--- config.mk ---
export PLATFORM = sky130hd
export DESIGN_NAME = bsg_comm_link_chan_remap
export DESIGN_NICKNAME = d
export VERILOG_FILES = /design/src/rtl/bsg_comm_link_chan_remap.sv
export SDC_FILE = /design/constraint.sdc
export NUM_CORES = 1
export LEC_CHECK = 0
export BUFFER_PORTS_ARGS = -buffer_cell sky130_fd_sc_hd__buf_2
export CAP_MARGIN = 40
export CORE_ASPECT_RATIO = 1.2
export CORE_MARGIN = 2
export CORE_UTILIZATION = 61
export CTS_CLUSTER_SIZE = 8
export DETAILED_ROUTE_END_ITERATION = 16
export PLACE_DENSITY = 0.95
export SLEW_MARGIN = 20
export SYNTH_ARGS = -nofsm -noshare
export SYNTH_HDL_FRONTEND = slang
export SYNTH_SLANG_ARGS = --single-unit
--- constraint.sdc ---
create_clock -name clk_i -period 7.4 [get_ports clk_i]
set_clock_uncertainty 0.15 [all_clocks]
set_input_delay 0.74 -clock clk_i [delete_from_list [all_inputs] [get_ports clk_i]]
set_output_delay 0.74 -clock clk_i [all_outputs]
set_load 0.05 [all_outputs]
--- src/rtl/bsg_comm_link_chan_remap.sv ---
// Runtime-programmable logical/physical channel remapper with staged, validated map commits
// and per-logical-channel calibration-pattern lock tracking.
module bsg_comm_link_chan_remap #(
   parameter int num_channels_p  = 4,
   parameter int channel_width_p = 8,
   parameter logic [num_channels_p*$clog2(num_channels_p)-1:0] default_map_p = 8'hE4,
   parameter logic [channel_width_p-1:0] calib_pattern_p = 8'hA5,
   parameter int calib_count_p   = 16
) (
   input  logic                                        clk_i,
   input  logic                                        async_reset_n_i,
   input  logic [num_channels_p-1:0]                   phys_v_i,
   input  logic [num_channels_p*channel_width_p-1:0]   phys_data_i,
   output logic [num_channels_p-1:0]                   log_v_o,
   output logic [num_channels_p*channel_width_p-1:0]   log_data_o,
   input  logic                                        map_v_i,
   input  logic [$clog2(num_channels_p)-1:0]           map_idx_i,
   input  logic [$clog2(num_channels_p)-1:0]           map_phys_i,
   input  logic                                        map_commit_i,
   output logic                                        map_ready_o,
   output logic                                        map_err_o,
   output logic [num_channels_p-1:0]                   calib_done_o,
   output logic                                        all_calib_done_o
);
   localparam int lg_n  = $clog2(num_channels_p);
   localparam int map_w = num_channels_p * lg_n;
   localparam int cnt_w = $clog2(calib_count_p + 1);
   localparam logic [cnt_w-1:0] cnt_max = cnt_w'(calib_count_p);

   typedef enum logic [1:0] {ST_ACTIVE = 2'd0, ST_STAGE = 2'd1, ST_CHECK = 2'd2} state_t;

   function automatic logic f_is_perm(input logic [map_w-1:0] m);
      logic ok;
      ok = 1'b1;
      for (int i = 0; i < num_channels_p; i++) begin
         ok = ok & (int'(m[i*lg_n +: lg_n]) < num_channels_p);
         for (int j = i + 1; j < num_channels_p; j++) begin
            ok = ok & (m[i*lg_n +: lg_n] != m[j*lg_n +: lg_n]);
         end
      end
      return ok;
   endfunction

   if (num_channels_p < 2 || calib_count_p < 1 || !f_is_perm(default_map_p)) begin : g_bad_params
      $error("bsg_comm_link_chan_remap: illegal parameters or default_map_p is not a permutation");
   end

   state_t                                     r_state, w_next_state;
   logic [map_w-1:0]                           r_active, r_staged;
   logic                                       r_err;
   logic [num_channels_p-1:0]                  r_log_v, r_done;
   logic [num_channels_p*channel_width_p-1:0]  r_log_data;
   logic [cnt_w-1:0]                           r_cnt [num_channels_p];
   logic [cnt_w-1:0]                           w_cnt_inc [num_channels_p];
   logic [num_channels_p-1:0]                  w_map_v;
   logic [num_channels_p*channel_width_p-1:0]  w_map_data;
   logic                                       w_ready, w_legal, w_commit_ok;

   assign w_ready     = (r_state != ST_CHECK);
   assign w_legal     = f_is_perm(r_staged);
   assign w_commit_ok = (r_state == ST_CHECK) && w_legal;

   // Config FSM state register
   always_ff @(posedge clk_i or negedge async_reset_n_i) begin
      if (!async_reset_n_i) r_state <= ST_ACTIVE;
      else                  r_state <= w_next_state;
   end

   // Config FSM next state
   always_comb begin
      w_next_state = r_state;
      case (r_state)
         ST_ACTIVE: begin
            if (map_commit_i)  w_next_state = ST_CHECK;
            else if (map_v_i)  w_next_state = ST_STAGE;
            else               w_next_state = ST_ACTIVE;
         end
         ST_STAGE: begin
            if (map_commit_i)  w_next_state = ST_CHECK;
            else               w_next_state = ST_STAGE;
         end
         ST_CHECK: w_next_state = ST_ACTIVE;
         default:  w_next_state = ST_ACTIVE;
      endcase
   end

   // Active/staged maps and sticky commit error; a same-cycle write lands before the check
   always_ff @(posedge clk_i or negedge async_reset_n_i) begin
      if (!async_reset_n_i) begin
         r_active <= default_map_p;
         r_staged <= default_map_p;
         r_err    <= 1'b0;
      end else if (r_state == ST_CHECK) begin
         if (w_legal) begin
            r_active <= r_staged;
            r_err    <= 1'b0;
         end else begin
            r_staged <= r_active;
            r_err    <= 1'b1;
         end
      end else if (map_v_i) begin
         r_staged[int'(map_idx_i)*lg_n +: lg_n] <= map_phys_i;
      end
   end

   // Mapped physical inputs and saturating counter increments per logical channel
   always_comb begin
      w_map_v    = '0;
      w_map_data = '0;
      for (int l = 0; l < num_channels_p; l++) begin
         w_map_v[l] = phys_v_i[r_active[l*lg_n +: lg_n]];
         w_map_data[l*channel_width_p +: channel_width_p] =
            phys_data_i[int'(r_active[l*lg_n +: lg_n])*channel_width_p +: channel_width_p];
         w_cnt_inc[l] = (r_cnt[l] == cnt_max) ? r_cnt[l] : r_cnt[l] + cnt_w'(1);
      end
   end

   // Registered datapath, captured regardless of valid
   always_ff @(posedge clk_i or negedge async_reset_n_i) begin
      if (!async_reset_n_i) begin
         r_log_v    <= '0;
         r_log_data <= '0;
      end else begin
         r_log_v    <= w_map_v;
         r_log_data <= w_map_data;
      end
   end

   // Calibration lock tracking; a successful commit restarts every channel
   always_ff @(posedge clk_i or negedge async_reset_n_i) begin
      if (!async_reset_n_i) begin
         for (int l = 0; l < num_channels_p; l++) r_cnt[l] <= '0;
         r_done <= '0;
      end else if (w_commit_ok) begin
         for (int l = 0; l < num_channels_p; l++) r_cnt[l] <= '0;
         r_done <= '0;
      end else begin
         for (int l = 0; l < num_channels_p; l++) begin
            if (!w_map_v[l]) begin
               r_cnt[l] <= r_cnt[l];
            end else if (w_map_data[l*channel_width_p +: channel_width_p] == calib_pattern_p) begin
               r_cnt[l]  <= w_cnt_inc[l];
               r_done[l] <= r_done[l] | (w_cnt_inc[l] == cnt_max);
            end else begin
               r_cnt[l] <= r_done[l] ? r_cnt[l] : '0;
            end
         end
      end
   end

   assign log_v_o          = r_log_v;
   assign log_data_o       = r_log_data;
   assign map_ready_o      = w_ready;
   assign map_err_o        = r_err;
   assign calib_done_o     = r_done;
   assign all_calib_done_o = &r_done;

endmodule

==> flow_metrics.py <==
metrics = {
    "outcome": {
        "outcome": "completed",
    },
    "clock_tree": {
        "h-tree-depth": 3,
        "post_cts_buffers": 0,
        "numCtsBuffers": 9,
        "clock-root-buffer": "clkbuf_8",
        "clk_latency_ns": 0.36,
        "cts_tree": "built",
        "clock_path_buffers": 2,
        "cts_hold_buf": 0,
        "cts_sinks": 79,
        "cts.clk_slew.worst_paths_ns": 0.09,
        "cts.repair.resized": 0,
    },
    "timing": {
        "rsz0062_at_grt": "no",
        "hold_viol": 0,
        "setup_viol": 0,
        "timing.final.crit_share_pct": 42.2,
        "max_freq_mhz": 320,
        "worst_pin_slew_ns": 0.840,
        "finalCriticalPeriod_ns": 3.13,
        "relSlewSlack_pct": 43.5,
        "slew_violations": 0,
        "tns_ns": 0,
    },
    "worst_setup_path": {
        "crit_path_start": "r_active[6]",
        "crit_fanout": 11,
        "crit_arrival_ns": 3.22,
        "regToRegStartpoint": "r_active[6]",
        "cp.required_ns": 7.49,
        "worstReg2RegEnd": "r_cnt[0]",
        "max_stage_delay_ns": 0.76,
        "critPathCaptureType": "flip-flop",
        "rr_worst_depth": 5,
        "crit_end": "r_cnt[0]",
        "path_cells": "mux4_1 -> or4_4 -> or2_1 -> and3_1 -> o31a_1",
        "cp_num_buf_inv": 0,
        "cp.depth": 5,
        "critPathTopFamily": "simple AND/OR/NAND/NOR gates",
        "reg2reg_slack_ns": 4.27,
        "cp_slowest_cell": "dfstp_2",
        "startpoint_type": "flip-flop",
        "path_class": "flip-flop to flip-flop",
    },
    "synth": {
        "syn_nets": 478,
        "synthArstFlopShare_pct": 100,
        "synth_cells": 422,
        "syn-cell-area_um2": 4730,
        "syn_area_per_cell_um2": 11.2,
        "seq_area_frac_synth_pct": 42.0,
        "yosys_most_used_dff": "dfrtp_1",
        "synth_edf_count": 0,
        "ys_ff_latch": 79,
        "yosys_warnings": 0,
        "yosysUniqueCellTypes": 60,
    },
    "cells_and_area": {
        "multiInputGateArea_um2": 2560,
        "diodes": 0,
        "area_delta_synth_final_pct": 14.7,
        "final_nets": 552,
        "fillers": 519,
        "register_area_um2": 1990,
        "drive_above_1_share_pct": 30.5,
        "final_util_pct": 71.1,
    },
    "placement": {
        "place_congestion": 0.868,
        "portBuffers": 86,
        "hpwlAfterDp_um": 8950,
    },
    "detailed_routing": {
        "drtIter0Drc": 403,
        "firstDrtPassIters": 5,
        "viasPerCell": 6.64,
        "wirelength_um": 12100,
        "drc_errors": 0,
        "ant_nets": 0,
        "dr_total_vias": 3936,
        "wire_per_inst_um": 20.4,
    },
    "die": {
        "die-area_um2": 8470,
        "rows": 35,
        "io_pins": 87,
        "die_w_um": 84.4,
        "start_util_pct": 62.0,
        "coreArea_um2": 7620,
        "die_y_um": 100,
    },
    "worst_hold_path": {
        "hp-class": "primary input to asynchronous set/reset pin",
    },
    "global_route": {
        "grt-ovfl-total": 0,
        "grt_pass1_wl_um": 19700,
        "grt_pass1_vias": 3921,
        "antenna_found_initial": 1,
        "grt_util_all_layers_pct": 30.2,
        "grt_start_max_net_pins": 56,
    },
    "power": {
        "vdd_drop_max_mv": 0.125,
        "powerDensity_nw_per_um2": 173,
        "power.leakage_nw": 2.25,
        "total_power_mw": 0.940,
    },
    "job": {
        "maxCapViolations": 0,
    },
}
flip-flops by register name (all words and copies together) (netlist names):
register / flops
r_staged: 8
log_data_o: 32
calib_done_o: 4
r_state: 2
r_cnt: 20
log_v_o: 4
r_active: 8
map_err_o: 1
kinds of logic after synthesis:
kind of cell	count (synthesis)	synth area share, %
xor+xnor	21	3.89
mux	41	18.9
simple gates	155	17.9
buf+inv	43	3.81
fa+ha+maj	12	3.18
compound gates	71	10.3
flops	79	42.0
through the flow:
step	hold slack, ns	setup slack [ns]	instances	instance area [µm²]
CTS	0.129	4.31	592	5410
floorplan	0.268	4.58	422	4730
global placement	0.283	4.38	573	5150
finish	0.128	4.27	593	5420
global route	0.138	4.17	593	5420
detailed placement	0.303	4.28	576	5210
worst min path at each step:
stage | startpoint | end | slack [ns] | cells past startpoint
5_1_grt | async_reset_n_i | log_data_o[14] | 0.14 | 1
3_3_place_gp | r_state[1] | r_state[1] | 0.28 | 1
4_1_cts | async_reset_n_i | log_data_o[7] | 0.13 | 1
6_report | async_reset_n_i | log_data_o[24] | 0.13 | 1
2_1_floorplan | r_state[1] | r_state[1] | 0.27 | 1
3_5_place_dp | r_state[1] | r_state[1] | 0.30 | 1
Yosys cell counts, types with 4 or more instances:
master / number / share of area [%]
dfrtp_1: 71 / 38
nand2_1: 45 / 3.6
mux4_2: 29 / 14
clkbuf_1: 22 / 1.7
nor2_1: 20 / 1.6
xnor2_1: 18 / 3.3
a21oi_1: 17 / 1.8
nand3_1: 17 / 1.8
inv_1: 16 / 1.3
ha_1: 12 / 3.2
nor2b_1: 10 / 1.3
and3_1: 9 / 1.2
dfstp_2: 8 / 4.4
nand2b_1: 8 / 1.1
o21ai_0: 8 / 0.85
a22oi_1: 7 / 1.1
a31oi_1: 7 / 0.93
mux4_1: 7 / 3.9
nor3b_1: 6 / 0.95
o2bb2ai_1: 6 / 1.1
o31a_1: 6 / 1.1
nand4_1: 5 / 0.66
nor3_1: 5 / 0.53
mux2_2: 4 / 0.95
worst reg2reg max path, stage by stage (launching register included):
cell	delay [ns]
dfstp_2	0.76
mux4_1	0.67
or4_4	0.56
or2_1	0.35
and3_1	0.25
o31a_1	0.28
cells in the final DEF, fill, tap and decap left out, types with 8 or more instances in the layout:
cell type  netlist  layout
buf_2            3      85
dfrtp_1         71      71
nand2_1         45      45
mux4_2          29      29
nor2_1          20      20
xnor2_1         18      18
nand3_1         17      17
a21oi_1         17      17
inv_1           16      16
ha_1            12      12
nor2b_1         10      10
and3_1           9       9
clkbuf_8         0       9
nand2b_1         8       8
o21ai_0          8       8
dfstp_2          8       8
layout make-up:
| class | instances | share of cell area [%] |
|---|---|---|
| well taps | 92 | 2.12 |
| inverters | 16 | 1.11 |
| repair buffers | 90 | 9.07 |
| multi-input cells | 300 | 47.2 |
| flip-flops and latches | 79 | 36.7 |
| clock buffers | 9 | 2.29 |
| clock inverters | 7 | 1.52 |
per-layer routing:
layer | GRT usage (%) | vias to the layer above | part of all wire, %
li1 | - | 1726 | -
met1 | 39.3 | 1918 | 38
met2 | 48.7 | 250 | 49
met3 | 7.32 | 40 | 9.9
met4 | 13.8 | 2 | 3.2
met5 | 0 | - | 0.13
power by group:
| part | internal [mW] | switching (mW) |
|---|---|---|
| combinational | 0.0509 | 0.0961 |
| clock | 0.160 | 0.172 |
| sequential | 0.448 | 0.0127 |
Note: power is estimated with default switching activity, not from simulation.
